`config.mk`:
```
export PLATFORM = sky130hd
export DESIGN_NAME = hbridge_sequencer
export DESIGN_NICKNAME = d
export VERILOG_FILES = /design/src/rtl/hbridge_pkg.sv /design/src/rtl/hbridge_sequencer_dead_time.sv /design/src/rtl/hbridge_sequencer.sv
export SDC_FILE = /design/constraint.sdc
export NUM_CORES = 1
export LEC_CHECK = 0
export BUFFER_PORTS_ARGS = -buffer_cell sky130_fd_sc_hd__buf_2
export CORE_MARGIN = 2
export CORE_UTILIZATION = 45
export DETAILED_ROUTE_END_ITERATION = 8
export GPL_ROUTABILITY_DRIVEN = 0
export PLACE_DENSITY_LB_ADDON = 0.25
export SLEW_MARGIN = 20
export SYNTH_ARGS = -nofsm -noshare
export SYNTH_HDL_FRONTEND = slang
export SYNTH_SLANG_ARGS = --single-unit
```
`constraint.sdc`:
```
create_clock -name i_clock -period 2.5 [get_ports i_clock]
set_input_delay 0.375 -clock i_clock [delete_from_list [all_inputs] [get_ports i_clock]]
set_output_delay 0.375 -clock i_clock [all_outputs]
set_load 0.02 [all_outputs]
```
`src/rtl/hbridge_pkg.sv`:
```
// Shared definitions for the H-bridge gate sequencer: FSM state encoding
// and the rule that picks the reserved all-off pattern source.
package hbridge_pkg;

   typedef enum logic [2:0] {
      ST_IDLE  = 3'd0,
      ST_BOOT  = 3'd1,
      ST_FORCE = 3'd2,
      ST_RUN   = 3'd3,
      ST_FAULT = 3'd4
   } state_t;

   // The highest mode index is the all-off source; anything at or above it
   // requests no gates.
   function automatic int all_off_mode(input int n_mode);
      return n_mode - 1;
   endfunction

   function automatic int max_int(input int a, input int b);
      return (a > b) ? a : b;
   endfunction

endpackage

```
`src/rtl/hbridge_sequencer_dead_time.sv`:
```
// One gate's dead-time channel: a request must be seen high for DEADTIME+1
// consecutive samples before the gate turns on; a low request (or clr)
// turns the gate off at once and restarts the count.
module dead_time_channel #(
   parameter int DEADTIME = 20
) (
   input  logic clk,
   input  logic rst_n,
   input  logic clr,
   input  logic req,
   output logic q,
   output logic q_next
);

   localparam int CW = (DEADTIME > 0) ? $clog2(DEADTIME + 1) : 1;
   localparam logic [CW-1:0] DC = CW'(DEADTIME);

   logic [CW-1:0] cnt;

   // Value the gate would take at this edge, ignoring clr; the top uses it
   // to catch shoot-through before it ever reaches a pin.
   assign q_next = req && (cnt == DC);

   // Count consecutive high request samples, saturating at DEADTIME.
   always_ff @(posedge clk) begin
      if (!rst_n || clr || !req) begin
         cnt <= '0;
         q   <= 1'b0;
      end else begin
         q <= q_next;
         if (cnt != DC) cnt <= cnt + 1'b1;
      end
   end

endmodule

```
`src/rtl/hbridge_sequencer.sv`:
```
// H-bridge gate sequencer: bootstrap precharge, forced-sigma precharge,
// then mode-selected gate patterns, every gate filtered by its own
// dead-time channel, with fault latching and shoot-through detection.
module hbridge_sequencer
   import hbridge_pkg::*;
#(
   parameter int N_LEG    = 2,
   parameter int N_MODE   = 4,
   parameter int DEADTIME = 20,
   parameter int T_BOOT   = 1000,
   parameter int T_VG     = 1000
) (
   input  logic                                              i_clock,
   input  logic                                              i_RESET,
   input  logic                                              i_enable,
   input  logic [((N_MODE > 1) ? $clog2(N_MODE) : 1)-1:0]    i_mode,
   input  logic [2*N_LEG*N_MODE-1:0]                         i_MOSFET,
   input  logic                                              i_fault,
   output logic [2*N_LEG-1:0]                                o_Q,
   output logic [2:0]                                        o_state,
   output logic                                              o_fault,
   output logic                                              o_running
);

   localparam int NG      = 2 * N_LEG;
   localparam int ALL_OFF = all_off_mode(N_MODE);
   localparam int CNT_W   = $clog2(max_int(T_BOOT, T_VG)) + 1;
   localparam logic [CNT_W-1:0] BOOT_LAST = CNT_W'((T_BOOT > 1) ? T_BOOT - 1 : 0);
   localparam logic [CNT_W-1:0] VG_LAST   = CNT_W'((T_VG > 1) ? T_VG - 1 : 0);
   localparam logic [CNT_W-1:0] CNT_MAX   = '1;

   state_t           state;
   logic [CNT_W-1:0] cnt;
   logic [NG-1:0]    req;
   logic [NG-1:0]    q_next;
   logic             overlap;
   logic             active;
   logic             kill;

   assign o_state = state;

   // Raw gate requests for the current state, before dead time.
   always_comb begin
      req = '0;
      case (state)
         ST_BOOT:  req[NG-1:N_LEG] = '1;
         ST_FORCE: begin
            req[0] = 1'b1;
            for (int k = 1; k < N_LEG; k++) req[N_LEG+k] = 1'b1;
         end
         ST_RUN:   if (int'(i_mode) < ALL_OFF) req = i_MOSFET[NG*int'(i_mode) +: NG];
         default:  req = '0;
      endcase
   end

   // Both sides of a leg about to be on is treated as a fault, and the
   // channels are cleared on the same edge so it never shows on o_Q.
   assign overlap = |(q_next[N_LEG-1:0] & q_next[NG-1:N_LEG]);
   assign active  = (state == ST_BOOT) || (state == ST_FORCE) || (state == ST_RUN);
   assign kill    = !active || i_fault || overlap || !i_enable;

   for (genvar g = 0; g < NG; g++) begin : g_dt
      dead_time_channel #(.DEADTIME(DEADTIME)) u_dt (
         .clk    (i_clock),
         .rst_n  (i_RESET),
         .clr    (kill),
         .req    (req[g]),
         .q      (o_Q[g]),
         .q_next (q_next[g])
      );
   end

   // Sequencer FSM with its state timer and registered status flags.
   always_ff @(posedge i_clock) begin
      if (!i_RESET) begin
         state     <= ST_IDLE;
         cnt       <= '0;
         o_fault   <= 1'b0;
         o_running <= 1'b0;
      end else begin
         case (state)
            ST_IDLE: begin
               if (i_enable && !i_fault) begin
                  state <= ST_BOOT;
                  cnt   <= '0;
               end
            end
            ST_BOOT, ST_FORCE, ST_RUN: begin
               if (i_fault || overlap) begin
                  state     <= ST_FAULT;
                  cnt       <= '0;
                  o_fault   <= 1'b1;
                  o_running <= 1'b0;
               end else if (!i_enable) begin
                  state     <= ST_IDLE;
                  cnt       <= '0;
                  o_running <= 1'b0;
               end else if (state == ST_BOOT && cnt >= BOOT_LAST) begin
                  state <= ST_FORCE;
                  cnt   <= '0;
               end else if (state == ST_FORCE && cnt >= VG_LAST) begin
                  state     <= ST_RUN;
                  cnt       <= '0;
                  o_running <= 1'b1;
               end else if (cnt != CNT_MAX) begin
                  cnt <= cnt + 1'b1;
               end
            end
            ST_FAULT: begin
               if (!i_enable && !i_fault) begin
                  state   <= ST_IDLE;
                  cnt     <= '0;
                  o_fault <= 1'b0;
               end
            end
            default: begin
               state     <= ST_IDLE;
               cnt       <= '0;
               o_fault   <= 1'b0;
               o_running <= 1'b0;
            end
         endcase
      end
   end

endmodule

```
==> results.md <==
Clock network:
- The clock tree from TritonCTS is done.
- The number of instances resized during post-cts repair is 0.
- The cell chosen for the clock root is sky130_fd_sc_hd__clkbuf_8.
- The number of setup buffers added after CTS is 0.
- Clock-pin slew was measured on the worst setup and hold paths at 80 ps.
- The clock latency reported for the late side of the worst-skew pair is approximately 300 ps.
- The tree built by TritonCTS fans out to 40 sinks.
- The clock tree synthesis step divided the H-tree into 2 levels.
- The clock passes through at most 2 buffers.
- In this run, CTS created clock tree buffers numbering 5.
- The number of hold buffers added after CTS is 0.

Global route:
- The initial antenna violation count is 0.
- The global route total overflow is 0.
- The via count of the first global-routing pass is between 1,500 and 2,000.
- The global-route wire length before repair is around 7300 um.
- Entering global routing, the biggest net connects 13 pins.
- The total routing usage reported by global routing is roughly 17%.

Critical path:
- Data arrives at the worst endpoint at 2450 ps.
- The destination of the critical timing path is cnt[2].
- The number of cells on the worst reg-to-reg path is 8.
- Of all nets on the critical path, the largest fanout is 6.
- The largest stage delay on the critical path is roughly 440 ps.
- The reg-to-reg critical path startpoint is cnt[0].
- By instance count, the cell type seen most on the critical path is sky130_fd_sc_hd__a211oi_1.
- The worst register-to-register path has a setup slack of between 200 and 250 ps.
- For the worst setup path, the data required time is 2680 ps.
- Walking the worst path, the cells encountered are ha_1 -> a211oi_1 -> a211oi_1 -> nor2_1 -> maj3_1 -> buf_4 -> a31oi_1 -> o22ai_1.
- The category of the worst setup path capture point is a flop.
- Tracing the worst setup path back leads to its startpoint at cnt[0].
- The launching element type of the critical path is a flop.
- The end of the worst register-to-register path is cnt[2].
- The worst setup path is of the flop to flop kind.
- Among all stages on the critical path, the largest delay is contributed by sky130_fd_sc_hd__maj3_1.

Synth:
- The post-synthesis cell type count is between 50 and 60.
- The flip-flop and latch count after synthesis is 40.
- The post-synthesis cell count is ~260.
- The post-synthesis cell area is between 2000 and 2500 um2.
- By area the synthesized netlist is led by sky130_fd_sc_hd__dfxtp_1 37%, sky130_fd_sc_hd__nor2_1 6.3%, sky130_fd_sc_hd__xnor2_1 5.6%.
- The share of the synthesized area in the top cell type is ~37%.
- The proportion of synthesized chip area in sequential cells is a little over a third.
- The count of yosys warnings during synthesis is 0.
- In this run the mean area of a mapped cell was 8.45 um2.
- The share of synthesized flip-flops with an asynchronous set or reset is 0%.
- The net count after synthesis is 290.
- The count of flip-flops with a built-in enable after synthesis is 0.
- The library cell with the largest summed area after synthesis is sky130_fd_sc_hd__dfxtp_1.
- The most used flip-flop cell after synthesis is sky130_fd_sc_hd__dfxtp_1.

Placement:
- At the placement stage, the worst setup path has a slack of roughly 140 ps.
- The count of buffers added on input and output ports is 27.
- Once detailed placement completed, the half-perimeter wirelength came to ~3300 um.

Timing:
- The tightest slew margin relative to the limit is 64.3%.
- The setup skew after layout is ~5.4 ps.
- The time the final worst path needs with I/O delays and setup is 2270 ps.
- The final hold violation count came to 0.
- The number of max-slew violations in the final report is 0.
- For the pin with the worst max-slew slack, the measured transition is approximately 540 ps.
- The final worst-path cycle share is about nine tenths.
- The post-route worst setup slack is around 230 ps.
- Setup repair after global routing left no endpoint under its margin.
- For the final routed database, the setup TNS stands at 0 ps.
- The final count of negative-setup-slack endpoints is 0.
- The maximum clock frequency is about 440 MHz.
- The final hold slack is 354 ps.

Final layout:
- For this run, the share of the core covered by cells in the final layout is around 54%.
- The proportion of layout cells with a drive suffix above 1 is between 20% and 30%.
- The repair_antennas step left the layout with diodes totalling 0.
- Relative to the synthesized area, the layout overhead comes to 16.3%.
- For this run, the post-layout net count is roughly 330.
- The count of filler cells inserted in the layout is roughly 460.

Hold path:
- The worst hold path belongs to the class input pin to flop.

Floorplan:
- The floorplan has 25 rows.
- The starting density of the core is a little under half.
- The width of the die is 73.8 um.
- For this design the top-level I/O count stands at 31.
- The total die area is 5440 um2.
- The region available for standard cell placement spans between 4000 and 5000 um2.
- In this run the vertical extent of the chip is between 70 and 80 um.

Pwr:
- The analysis attributes to cell leakage a power of about 0.92 nW.
- In this run the power density over the cells is 513 nW/um2.
- The worst supply voltage drop on vdd is approximately 0.3 mV.

Route:
- The count of TritonRoute iterations in the first routing pass is 4.
- The per-cell routed wire length is ~13 um.
- The DRC violation count after routing is 0.
- The antenna violation net count after detailed routing is 0.
- The overall routed net length is about 4600 um.
- The DRC marker count from the first detailed-route iteration is just under 90.
- The number of vias per cell after detailed routing is about 5.5.
- For this block, the via count after detailed routing is 1,910.

Job:
- The reported max-cap violation count is 0.

Status:
- The flow ran to the end, and the final reports show no timing, DRC or antenna violations.
-- stage by stage --
step | power [mW] | cell area [um2] | instances
after floorplan | 0.706 | 2190 | 259
after global placement | 0.741 | 2420 | 341
after detailed placement | 0.741 | 2420 | 341
after CTS | 1.33 | 2550 | 349
after global routing | 1.35 | 2550 | 349
final | 1.31 | 2550 | 349
-- cell families after synthesis --
group	count (synthesis)	synth area share [%]
flip-flops	40	36.6
AND/OR/NAND/NOR	110	25.8
AO/OA/AOI/OAI	51	17.1
XOR/XNOR	18	7.20
buffers and inverters	27	5.77
multiplexers	3	2.00
adder cells (fa/ha/maj)	10	5.60
-- flip-flops by register name, summed over array words and instances, names as in the netlist --
signal         cells
o_fault            1
g_dt.u_dt.cnt     20
o_state            3
o_running          1
cnt               11
g_dt.u_dt.q        4
-- final cells by class --
type                       instances  area (um2)  area share, %
sequential                        40         801           31.4
clock buffer                       7        96.3           3.78
clock inverter                     1        30.0           1.18
timing repair buffer              40         233           9.14
tap                               54        67.6           2.65
multi-input combinational        192        1260           49.6
inverter                          15        56.3           2.21
-- worst max-delay path, delay by kind of cell, from the launching register on --
family                   cells  cell delay [ps]
AO/OA/AOI/OAI                4              720
flip-flops                   1              420
buffers and inverters        1              190
AND/OR/NAND/NOR              1              130
adder cells (fa/ha/maj)      2              700
-- synth_stat cells, drive strengths merged, types with 3 or more instances --
cell type	instances
clkbuf	5
inv	15
o2111ai	3
nand3	16
o311ai	3
nand4b	6
nor2	37
ha	9
xor2	4
xnor2	14
or2	3
nand4	5
o21ai	7
nor3	4
a21oi	17
dfxtp	40
buf	7
nor2b	3
a31oi	3
nand2b	3
nand2	23
-- metal layers --
metal | track usage (%) | vias to the layer above | wire length (um)
met3 | 4.80 | 8 | 168
met4 | 6.67 | 0 | 74
li1 | - | 989 | -
met1 | 22.8 | 879 | 2310
met2 | 26.3 | 34 | 2010
met5 | 0 | - | 0
-- layout by cell type (no fill, tap or decap), types with 4 or more instances in the layout --
cell / n
sky130_fd_sc_hd__a21oi_1: 17
sky130_fd_sc_hd__buf_2: 27
sky130_fd_sc_hd__buf_4: 13
sky130_fd_sc_hd__clkbuf_8: 7
sky130_fd_sc_hd__dfxtp_1: 40
sky130_fd_sc_hd__ha_1: 9
sky130_fd_sc_hd__inv_1: 15
sky130_fd_sc_hd__nand2_1: 23
sky130_fd_sc_hd__nand3_1: 15
sky130_fd_sc_hd__nand4_1: 5
sky130_fd_sc_hd__nand4b_1: 6
sky130_fd_sc_hd__nor2_1: 37
sky130_fd_sc_hd__o21ai_0: 6
sky130_fd_sc_hd__xnor2_1: 14
sky130_fd_sc_hd__xor2_1: 4
-- report_power, final --
part | leakage (nW) | internal [mW] | switching (mW)
Combinational | 0.538 | 0.0396 | 0.0446
Sequential | 0.322 | 0.638 | 0.00417
Clock | 0.0645 | 0.352 | 0.228
Total | 0.925 | 1.03 | 0.277
-- how the worst min path moves through the flow --
stage	start	slack [ps]	end	depth (start not counted)
after floorplan	cnt[5]	460	cnt[5]	2
after global placement	cnt[5]	480	cnt[5]	2
after detailed placement	cnt[5]	480	cnt[5]	2
after CTS	i_RESET	350	o_state[2]	2
after global routing	i_RESET	350	o_state[2]	2
final	i_RESET	350	o_state[2]	2
Power figures use the tool's default switching activity.
